## src/rtl/osd_cmd_tx.sv

```systemverilog
// osd_cmd_tx: serialises OSD requests (disable, enable, info window, line write) onto the io_osd/io_strobe/io_din command port
//
// Build option: define OSD_TX_FILL_EN to make op 4 (fill a line with one constant byte) legal.
// Without it, op 4 is rejected like ops 5-7.
//
// Ports
//   i_clk_sys, i_reset           clock, synchronous active-high reset
//   i_req_valid, o_req_ready     request handshake; ready only while IDLE
//   i_req_op                     0=disable 1=enable 2=info 3=write 4=fill 5-7 illegal
//   i_req_line                   write/fill line index (bit3 selects the highres half)
//   i_req_x, i_req_y             info window position (pixels, lines)
//   i_req_w, i_req_h             info window size (8-pixel, 8-line units)
//   i_req_fill                   fill byte
//   o_rd_en, o_rd_addr           byte-source read; i_rd_data is valid one cycle after o_rd_en
//   o_req_err                    one-cycle pulse when an illegal op is accepted
//   o_busy                       high from acceptance until the return to IDLE
//   o_io_osd, o_io_strobe        frame select and word strobe to the OSD block
//   o_io_din                     command/data word
module osd_cmd_tx #(
    parameter int STROBE_HI  = 2,
    parameter int STROBE_LO  = 2,
    parameter int GAP_CYCLES = 4
) (
    input  logic        i_clk_sys,
    input  logic        i_reset,
    input  logic        i_req_valid,
    output logic        o_req_ready,
    input  logic [2:0]  i_req_op,
    input  logic [4:0]  i_req_line,
    input  logic [11:0] i_req_x,
    input  logic [11:0] i_req_y,
    input  logic [5:0]  i_req_w,
    input  logic [5:0]  i_req_h,
    input  logic [7:0]  i_req_fill,
    output logic        o_rd_en,
    output logic [7:0]  o_rd_addr,
    input  logic [7:0]  i_rd_data,
    output logic        o_req_err,
    output logic        o_busy,
    output logic        o_io_osd,
    output logic        o_io_strobe,
    output logic [15:0] o_io_din
);
    typedef enum logic [2:0] {
        S_IDLE, S_FETCH, S_LATCH, S_SETUP, S_HI, S_LO, S_GAP
    } state_t;

    localparam logic [15:0] HI_LD  = 16'(STROBE_HI - 1);
    localparam logic [15:0] LO_LD  = 16'(STROBE_LO - 1);
    localparam logic [15:0] GAP_LD = 16'(GAP_CYCLES - 1);

    state_t      r_state, w_state;
    logic [15:0] r_cnt, w_cnt;
    logic [8:0]  r_col, w_col, w_col_n;
    logic        r_cmd, w_cmd;
    logic [2:0]  r_op, w_op;
    logic [11:0] r_x, w_x, r_y, w_y;
    logic [5:0]  r_w, w_w, r_h, w_h;
    logic        r_osd, w_osd;
    logic        r_strobe, w_strobe;
    logic [15:0] r_din, w_din;
    logic        r_rd_en, w_rd_en;
    logic [7:0]  r_rd_addr, w_rd_addr;
    logic        r_err, w_err;
    logic [15:0] w_cmd_word, w_info_word, w_fill_word;
    logic        w_legal, w_done, w_fetch;

`ifdef OSD_TX_FILL_EN
    logic [7:0] r_fill;

    always_ff @(posedge i_clk_sys) begin
        if (r_state == S_IDLE && i_req_valid)
            r_fill <= i_req_fill;
    end

    assign w_legal     = i_req_op <= 3'd4;
    // Fill words come from the captured byte, so only the write op reads the byte source.
    assign w_fetch     = r_op == 3'd3;
    assign w_fill_word = {8'h00, r_fill};
`else
    logic w_unused_fill;

    assign w_unused_fill = ^i_req_fill;
    assign w_legal       = i_req_op <= 3'd3;
    assign w_fetch       = 1'b1;
    assign w_fill_word   = 16'h0000;
`endif

    assign w_cmd_word  = i_req_op == 3'd0 ? 16'h0040 :
                         i_req_op == 3'd1 ? 16'h0041 :
                         i_req_op == 3'd2 ? 16'h0045 : {8'h00, 3'b001, i_req_line};
    // Index of the data word that follows the one just finished; the command word is followed by word 0.
    assign w_col_n     = r_cmd ? 9'd0 : r_col + 9'd1;
    assign w_info_word = w_col_n[1:0] == 2'd0 ? {4'h0, r_x} :
                         w_col_n[1:0] == 2'd1 ? {4'h0, r_y} :
                         w_col_n[1:0] == 2'd2 ? {10'h000, r_w} : {10'h000, r_h};
    // Line frames end when the 9-bit column reaches 256.
    assign w_done      = r_op <= 3'd1 || (r_op == 3'd2 ? w_col_n == 9'd4 : w_col_n[8]);

    always_comb begin
        w_state   = r_state;
        w_cnt     = r_cnt;
        w_col     = r_col;
        w_cmd     = r_cmd;
        w_op      = r_op;
        w_x       = r_x;
        w_y       = r_y;
        w_w       = r_w;
        w_h       = r_h;
        w_osd     = r_osd;
        w_strobe  = r_strobe;
        w_din     = r_din;
        w_rd_en   = 1'b0;
        w_rd_addr = r_rd_addr;
        w_err     = 1'b0;
        case (r_state)
            S_IDLE: begin
                if (i_req_valid && w_legal) begin
                    w_state = S_SETUP;
                    w_cmd   = 1'b1;
                    w_col   = '0;
                    w_op    = i_req_op;
                    w_x     = i_req_x;
                    w_y     = i_req_y;
                    w_w     = i_req_w;
                    w_h     = i_req_h;
                    w_osd   = 1'b1;
                    w_din   = w_cmd_word;
                end else if (i_req_valid) begin
                    w_err = 1'b1;
                end
            end
            S_FETCH: w_state = S_LATCH;
            S_LATCH: begin
                w_state = S_SETUP;
                w_din   = {8'h00, i_rd_data};
            end
            S_SETUP: begin
                w_state  = S_HI;
                w_cnt    = HI_LD;
                w_strobe = 1'b1;
            end
            S_HI: begin
                if (r_cnt == '0) begin
                    w_state  = S_LO;
                    w_cnt    = LO_LD;
                    w_strobe = 1'b0;
                end else begin
                    w_cnt = r_cnt - 16'd1;
                end
            end
            S_LO: begin
                if (r_cnt != '0) begin
                    w_cnt = r_cnt - 16'd1;
                end else if (w_done) begin
                    w_state = S_GAP;
                    w_cnt   = GAP_LD;
                    w_osd   = 1'b0;
                end else begin
                    w_cmd = 1'b0;
                    w_col = w_col_n;
                    if (r_op == 3'd2 || !w_fetch) begin
                        w_state = S_SETUP;
                        w_din   = r_op == 3'd2 ? w_info_word : w_fill_word;
                    end else begin
                        w_state   = S_FETCH;
                        w_rd_en   = 1'b1;
                        w_rd_addr = w_col_n[7:0];
                    end
                end
            end
            S_GAP: begin
                if (r_cnt == '0)
                    w_state = S_IDLE;
                else
                    w_cnt = r_cnt - 16'd1;
            end
            default: w_state = S_IDLE;
        endcase
    end

    always_ff @(posedge i_clk_sys) begin
        if (i_reset) begin
            r_state   <= S_IDLE;
            r_cnt     <= '0;
            r_col     <= '0;
            r_cmd     <= 1'b0;
            r_op      <= '0;
            r_x       <= '0;
            r_y       <= '0;
            r_w       <= '0;
            r_h       <= '0;
            r_osd     <= 1'b0;
            r_strobe  <= 1'b0;
            r_din     <= '0;
            r_rd_en   <= 1'b0;
            r_rd_addr <= '0;
            r_err     <= 1'b0;
        end else begin
            r_state   <= w_state;
            r_cnt     <= w_cnt;
            r_col     <= w_col;
            r_cmd     <= w_cmd;
            r_op      <= w_op;
            r_x       <= w_x;
            r_y       <= w_y;
            r_w       <= w_w;
            r_h       <= w_h;
            r_osd     <= w_osd;
            r_strobe  <= w_strobe;
            r_din     <= w_din;
            r_rd_en   <= w_rd_en;
            r_rd_addr <= w_rd_addr;
            r_err     <= w_err;
        end
    end

    assign o_req_ready = r_state == S_IDLE && !i_reset;
    assign o_busy      = r_state != S_IDLE;
    assign o_rd_en     = r_rd_en;
    assign o_rd_addr   = r_rd_addr;
    assign o_req_err   = r_err;
    assign o_io_osd    = r_osd;
    assign o_io_strobe = r_strobe;
    assign o_io_din    = r_din;
endmodule
```

## config.mk

```make
export PLATFORM = sky130hd
export DESIGN_NAME = osd_cmd_tx
export DESIGN_NICKNAME = d
export VERILOG_FILES = /design/src/rtl/osd_cmd_tx.sv
export SDC_FILE = /design/constraint.sdc
export NUM_CORES = 1
export LEC_CHECK = 0
export ABC_CLOCK_PERIOD_IN_PS = 2550
export CORE_MARGIN = 4
export CORE_UTILIZATION = 35
export DETAILED_ROUTE_END_ITERATION = 7
export DONT_BUFFER_PORTS = 1
export PLACE_DENSITY_LB_ADDON = 0.25
export SLEW_MARGIN = 20
export SYNTH_ARGS = -nofsm -noshare
export SYNTH_HDL_FRONTEND = slang
export SYNTH_SLANG_ARGS = --single-unit
```

## constraint.sdc

```tcl
create_clock -name i_clk_sys -period 2.55 [get_ports i_clk_sys]
set_input_delay 0.1275 -clock i_clk_sys [delete_from_list [all_inputs] [get_ports i_clk_sys]]
set_output_delay 0.1275 -clock i_clk_sys [all_outputs]
set_load 0.005 [all_outputs]
```

==> impl_results.md, run 1 <==
* Proportion of layout cells with a drive suffix above 1 at between 10% and 20%
* Outcome: completed
* RSZ-0062 raised after global routing: no
* Max Clock Skew at 0.00996 ns
* CP Data Required Time at 2.79 ns
* Initial antenna violation count at 0
* Final min period at between 2 and 2.5 ns
* Worst slew pin tran at between 0.7 and 0.8 ns
* Hold Violations, Final at 0
* Final Slew Violations at 0
* CTS Sinks at between 90 and 100
* Worst Hold Margin at about 0.017 ns
* Static Leak at ~2.0 nW
* CTS tree: done
* Post-detailed-route count of antenna-violating nets at 0
* Post-layout util at between 40 and 50%
* Synthesized flop and latch total at between 90 and 100
* HPWL after detailed placement at slightly below 9000 um
* Area delta synth->final at 23.3%
* Crit end category: flop
* Synthesized area at around 0.0046 mm^2
* Clk slew on worst S/H paths at roughly 0.06 ns
* Worst Path Max Fanout at 8
* First-pass GRT wire length at ~22000 um
* Register area share after synthesis at between 30% and 40%
* Post-synthesis async set-or-reset flop share at 0%
* Max-cap viol count at 0
* Syn_area_per_cell at 8.05 um^2
* # rows at 41
* Drt first pass iters at 5
* # H-tree levels at 3
* Drt via density at 5.58
* Final setup vio count at 0
* Root Driver: clkbuf_16
* VDD IR-drop max at ~0.37 mV
* Global route overflow at 0
* Synth area leader: dfxtp_1
* Initial core utilization at around 36%
* Highest clock rate at ~410 MHz
* Die X-Extent at 123 um
* Ys Warns at 0
* Top cell type's share of synthesized area at roughly two fifths
* Iter 0 DRT Violations at roughly 270
* Min-delay worst type: input port to flop
* Number of synthesized flops with an enable pin at 0
* Clock insertion delay at the later pin of the skew report at 0.35 ns
* Final worst-path cycle share at 96.2%
* Io pins at 93
* CP Data Arrival Time at between 2 and 3 ns
* # fillers at between 1000 and 1500
* Power Dens Cells at 638 mW/mm^2
* Tot GR Track Use at a little under a fifth
* Gpl congestion at a little over 0.8
* DRC Markers at 0
* IO buf count at 0
* Nets at 684
* Reg2reg setup slack at just under 0.1 ns
* Core Area at 0.0128 mm^2
* Vias in the first global route at 4209
* Synth unique cells at 67
* Routed WL per cell at around 17 um
* Cells after Synth at approximately 570
* WL final at roughly 13000 um
* Die area at around 0.015 mm^2
* Crit path kind: flop to flop
* Pin count of the biggest net entering global routing at between 80 and 90
* Most used DFF post-synth: dfxtp_1
* CTS Buf Count at 9
* Clk buf depth at 2
* DR vias at around 4400
* Crit path launch type: flop
* # diodes at 0
* Die height at 123 um
* Setup TNS at 0 ns
* Relative slew slack at 51.5%
* Area contributors post-synth: dfxtp_1, a21oi_1, nand2_1, nor2_1, clkbuf_1
per-stage QoR:
step	setup slack, ns	area, um^2	std cells	power (mW)
6_report	0.0968	5680	795	3.62
5_1_grt	0.00400	5680	795	3.80
4_1_cts	0.0251	5610	793	3.64
3_5_place_dp	0.0500	4890	736	2.18
3_3_place_gp	0.0768	4890	736	2.17
2_1_floorplan	0.115	4620	575	2.04
cells in the final DEF (no fill, tap or decap), types with 3 or more instances in the layout:
cell / instances
a22oi_1: 11
o22ai_1: 4
nand3b_1: 11
and3_1: 3
or2_2: 3
a311oi_1: 9
inv_1: 17
nor2_1: 32
nand3_1: 15
nor3_1: 13
nor3b_1: 4
o31ai_1: 10
a21o_1: 4
inv_6: 3
dlygate4sd3_1: 40
o221ai_1: 4
o2bb2ai_1: 3
nand4b_1: 4
a211oi_1: 3
clkbuf_16: 9
nor2b_1: 10
and2_1: 4
o21ai_0: 15
buf_4: 35
nand2_1: 97
nor4_1: 4
a31oi_1: 5
a211oi_2: 8
conb_1: 4
dfxtp_1: 92
nand4_1: 3
a21oi_1: 76
or3_1: 6
a211o_1: 7
path summary, 6_finish.rpt:
check	startpoint	endpoint	cells past startpoint
setup / recovery	r_cnt[5]	r_cnt[5]	7
hold / removal	i_reset	r_cnt[1]	2
setup reg to reg	r_cnt[5]	r_cnt[5]	7
hold reg to reg	r_w[1]	r_w[1]	2
cell type report:
cell class              count  area, um^2  area share, %
repair buffers             77         711           12.5
multi-input cells         420        2540           44.8
clock buffers              10         229           4.03
flip-flops and latches     92        1840           32.4
well taps                 172         215           3.79
clock inverters             6        71.3           1.26
inverters                  18        67.6           1.19
synth_stat cells (3+ instances only):
cell type	number
nand2_1	97
dfxtp_1	92
a21oi_1	76
nor2_1	32
clkbuf_1	30
inv_1	17
nand3_1	17
o21ai_0	16
nor3_1	14
a22oi_1	11
a311oi_1	11
nand3b_1	11
nor2b_1	10
o31ai_1	10
a211oi_2	8
a211o_1	7
or3_1	7
a31oi_1	5
buf_2	5
nor4_1	5
a21o_1	4
and2_1	4
buf_4	4
nand4b_1	4
nor3b_1	4
o221ai_1	4
o22ai_1	4
a211oi_1	3
and3_1	3
buf_1	3
buf_6	3
ha_1	3
nand4_1	3
o2bb2ai_1	3
or2_2	3
xor2_1	3
registers in the layout (all words and copies together) (netlist names), 3 cells and up:
signal,count
o_rd_addr,8
r_state,3
r_col,9
r_w,6
r_h,6
r_y,12
r_op,3
o_io_din,12
r_x,12
r_cnt,16
metal layers:
metal  part of all wire [%]  wire length [um]  up-vias  GRT usage, %
met1                     45              5940     2075          24.6
met2                     46              6060      178          28.3
met3                    7.3               965       26          4.75
met5                      0                 0        -             0
li1                       -                 -     2155             -
met4                    2.4               317        0          7.00
kinds of logic after synthesis:
group / share of synthesized area (%)
multiplexers: 0.489
buffers and inverters: 6.09
AND/OR/NAND/NOR: 23.7
adder cells (fa/ha/maj): 0.815
flip-flops: 40.0
XOR/XNOR: 0.761
other: 0.0814
AO/OA/AOI/OAI: 28.1
report_power, final:
group	switching [mW]	internal, mW
logic	0.392	0.265
registers	0.0618	1.51
clock network	0.614	0.771
total	1.07	2.55
critical path, stage by stage (launching register included):
cell and delay (ns):
dfxtp_1 0.31, or4_1 0.57, or3_4 0.44, or2_4 0.27
o32ai_4 0.24, a31oi_4 0.07, buf_4 0.19, o311ai_0 0.26
repair_timing:
action | CTS | global route
setup buffers | 0 | 2
endpoints found under the setup margin | 0 | 37
gates resized for setup | 0 | 10
hold buffers | 41 | 0
hold endpoints to repair | 81 | 0
Power figures use the tool's default switching activity.
==> run 2: changes to the inputs <==
Settings changed: CELL_PAD_IN_SITES_DETAIL_PLACEMENT set to 1, CELL_PAD_IN_SITES_GLOBAL_PLACEMENT set to 1, GPL_TIMING_DRIVEN set to 0.
==> run 2 against run 1 <==
Net effect:
- sequential power barely moved
- cell count grew 3.3%
- total power is 0.17% higher
- worst setup slack got worse by 0.049 ns
- critical endpoint is now o_io_din[6]
- final area is 3.5% higher
- combinational power is 11% higher
- sequential share of layout area down 0.96 points
- utilization up 1.6 points
==> impl_results.md, run 2 (synthesis results as in run 1) <==
* Outcome: completed (unchanged)
* Initial antenna violation count at 0 (unchanged)
* Pin count of the biggest net entering global routing at 16 (was 82)
* Root Driver: clkbuf_16 (unchanged)
* Proportion of layout cells with a drive suffix above 1 at 15.3% (was 13.3%)
* Relative slew slack at 47.9% (was 51.5%)
* Max Clock Skew at 0.00796 ns (was 0.00996 ns)
* Crit path max-delay family: compound AO/OA/AOI/OAI gates (was simple AND/OR/NAND/NOR gates)
* Initial core utilization at 36.0% (unchanged)
* Stages on worst setup path at 9 (was 7)
* Layout Cells excl Fill at 821 (was 795)
* # H-tree levels at 3 (unchanged)
* Clk slew on worst S/H paths at 0.07 ns (was 0.06 ns)
* Worst Path Max Fanout at 5 (was 8)
* VDD IR-drop max at 0.328 mV (was 0.374 mV)
* Worst path bufs/invs at 2 (was 1)
* Post-detailed-route count of antenna-violating nets at 0 (unchanged)
* Die height at 123 um (unchanged)
* Final Power at 3.63 mW (was 3.62 mW)
* CP Data Arrival Time at 2.76 ns (was 2.70 ns)
* Crit path launch type: flop (unchanged)
* DRC Markers at 0 (unchanged)
* Max stage delay on crit path at 0.44 ns (was 0.57 ns)
* Gpl congestion at 0.834 (was 0.828)
* Die area at 0.0151 mm^2 (unchanged)
* Largest Register: r_cnt (unchanged)
* Tot GR Track Use at 21.6% (was 18.4%)
* Multi-input gate area at 0.00267 mm^2 (was 0.00254 mm^2)
* Nets at 710 (was 684)
* Drt via density at 5.62 (was 5.58)
* Design area at 0.00588 mm^2 (was 0.00568 mm^2)
* IO buf count at 0 (unchanged)
* Vias in the first global route at 4530 (was 4209)
* Io pins at 93 (unchanged)
* WL final at 16200 um (was 13300 um)
* # rows at 41 (unchanged)
* Min-delay worst type: input port to flop (unchanged)
* First-pass GRT wire length at 25000 um (was 21800 um)
* Worst slew pin tran at 0.776 ns (was 0.725 ns)
* Max reg flops at 16 (unchanged)
* Slowest-stage cell, CP: o311ai_4 (was or4_1)
* Worst R2R Path Depth at 9 (was 7)
* Clk buf depth at 2 (unchanged)
* Hold Violations, Final at 0 (unchanged)
* Final WS setup at 0.0481 ns (was 0.0968 ns)
* CP Data Required Time at 2.81 ns (was 2.79 ns)
* Storage element area at 0.00185 mm^2 (was 0.00184 mm^2)
* Worst Hold Margin at 0.0562 ns (was 0.0167 ns)
* CTS tree: done (unchanged)
* Static Leak at 2.00 nW (was 1.98 nW)
* Die X-Extent at 123 um (unchanged)
* Final worst-path cycle share at 98.1% (was 96.2%)
* Final Slew Violations at 0 (unchanged)
* DR vias at 4615 (was 4434)
* CP cell instances: ha_4 -> nand3_1 -> xor2_1 -> nand4_1 -> buf_4 -> o311ai_4 -> buf_2 -> a21oi_1 -> a311oi_1 (was or4_1 -> or3_4 -> or2_4 -> o32ai_4 -> a31oi_4 -> buf_4 -> o311ai_0)
* Commonest non-fill, non-tap cell in the layout: nand2_1 (unchanged)
* Pre-CTS WS at -0.421 ns (was 0.0500 ns)
* Crit path kind: flop to flop (unchanged)
* Most frequent cells in the layout: nand2_1, dfxtp_1, a21oi_1, dlygate4sd3_1, nor2_1 (was nand2_1, dfxtp_1, a21oi_1, dlygate4sd3_1, buf_4)
* CTS Buf Count at 9 (unchanged)
* Power Dens Cells at 617 mW/mm^2 (was 638 mW/mm^2)
* Highest clock rate at 400 MHz (was 408 MHz)
* Placed instance area at 0.00483 mm^2 (was 0.00489 mm^2)
* Iter 0 DRT Violations at 232 (was 265)
* # diodes at 0 (unchanged)
* Final min period at 2.50 ns (was 2.45 ns)
* Setup TNS at 0 ns (unchanged)
* Final setup vio count at 0 (unchanged)
* Hold depth at 3 (was 2)
* Core Area at 0.0128 mm^2 (unchanged)
* RSZ-0062 raised after global routing: yes (was no)
* Global route overflow at 0 (unchanged)
* Clock insertion delay at the later pin of the skew report at 0.36 ns (was 0.35 ns)
* Crit end category: flop (unchanged)
* Drt first pass iters at 4 (was 5)
* Area delta synth->final at 27.7% (was 23.3%)
* HPWL after detailed placement at 11300 um (was 8900 um)
* CTS Sinks at 92 (unchanged)
* Max-cap viol count at 0 (unchanged)
* Post-layout util at 46.0% (was 44.5%)
* # fillers at 1492 (was 1276)
* Routed WL per cell at 19.7 um (was 16.7 um)
* Post-Place Cells at 747 (was 736)
[run 2: changes by cell type in the layout (fill, tap and decap cells not counted), sizes merged]
cell	before	now
clkbuf	10	41
bufinv	1	0
clkinvlp	2	3
inv	20	17
buf	37	33
clkinv	1	3
[run 2: final cells by class]
| class | count | area share, % |
|---|---|---|
| multi-input combinational | 420 | 45.4 |
| sequential | 92 | 31.5 |
| timing repair buffer | 61 | 9.79 |
| clock buffer | 11 | 4.30 |
| tap | 172 | 3.66 |
| buffer | 42 | 3.64 |
| inverter | 18 | 1.15 |
| clock inverter | 5 | 0.617 |
[run 2: worst register-to-register path: stages, from the launching register on]
cell      delay [ns]
dfxtp_2         0.39
ha_4            0.18
nand3_1         0.15
xor2_1          0.35
nand4_1         0.14
buf_4           0.18
o311ai_4        0.44
buf_2           0.24
a21oi_1         0.08
a311oi_1        0.27
[run 2: path summary, 6_finish.rpt]
| check | startpoint | end | slack, ns |
|---|---|---|---|
| setup / recovery | r_col[1] | o_io_din[6] | 0.05 |
| setup reg to reg | r_col[1] | o_io_din[6] | 0.05 |
| hold / removal | i_req_op[2] | r_state[1] | 0.06 |
| hold reg to reg | r_w[0] | r_w[0] | 0.46 |
[run 2: power by group]
group	internal (mW)	switching [mW]	leakage [nW]	total, mW
Combinational	0.269	0.457	1.11	0.726
Clock	0.715	0.612	0.134	1.33
Sequential	1.51	0.0595	0.750	1.57
[run 2: timing repair]
| action | CTS | global route |
|---|---|---|
| setup endpoints to repair | 48 | 54 |
| hold endpoints to repair | 39 | 0 |
| pin swaps | 9 | 10 |
| hold buffers | 40 | 0 |
| gates resized for setup | 22 | 25 |
| cloned | 1 | 0 |
| buffers inserted | 9 | 11 |
[run 2: routing by layer]
layer	vias up	global-route usage [%]	part of all wire, %
met5	-	0	0
met4	0	6.09	1.7
met3	18	5.25	4.6
met2	97	36.3	50
met1	2280	27.4	44
li1	2220	-	-
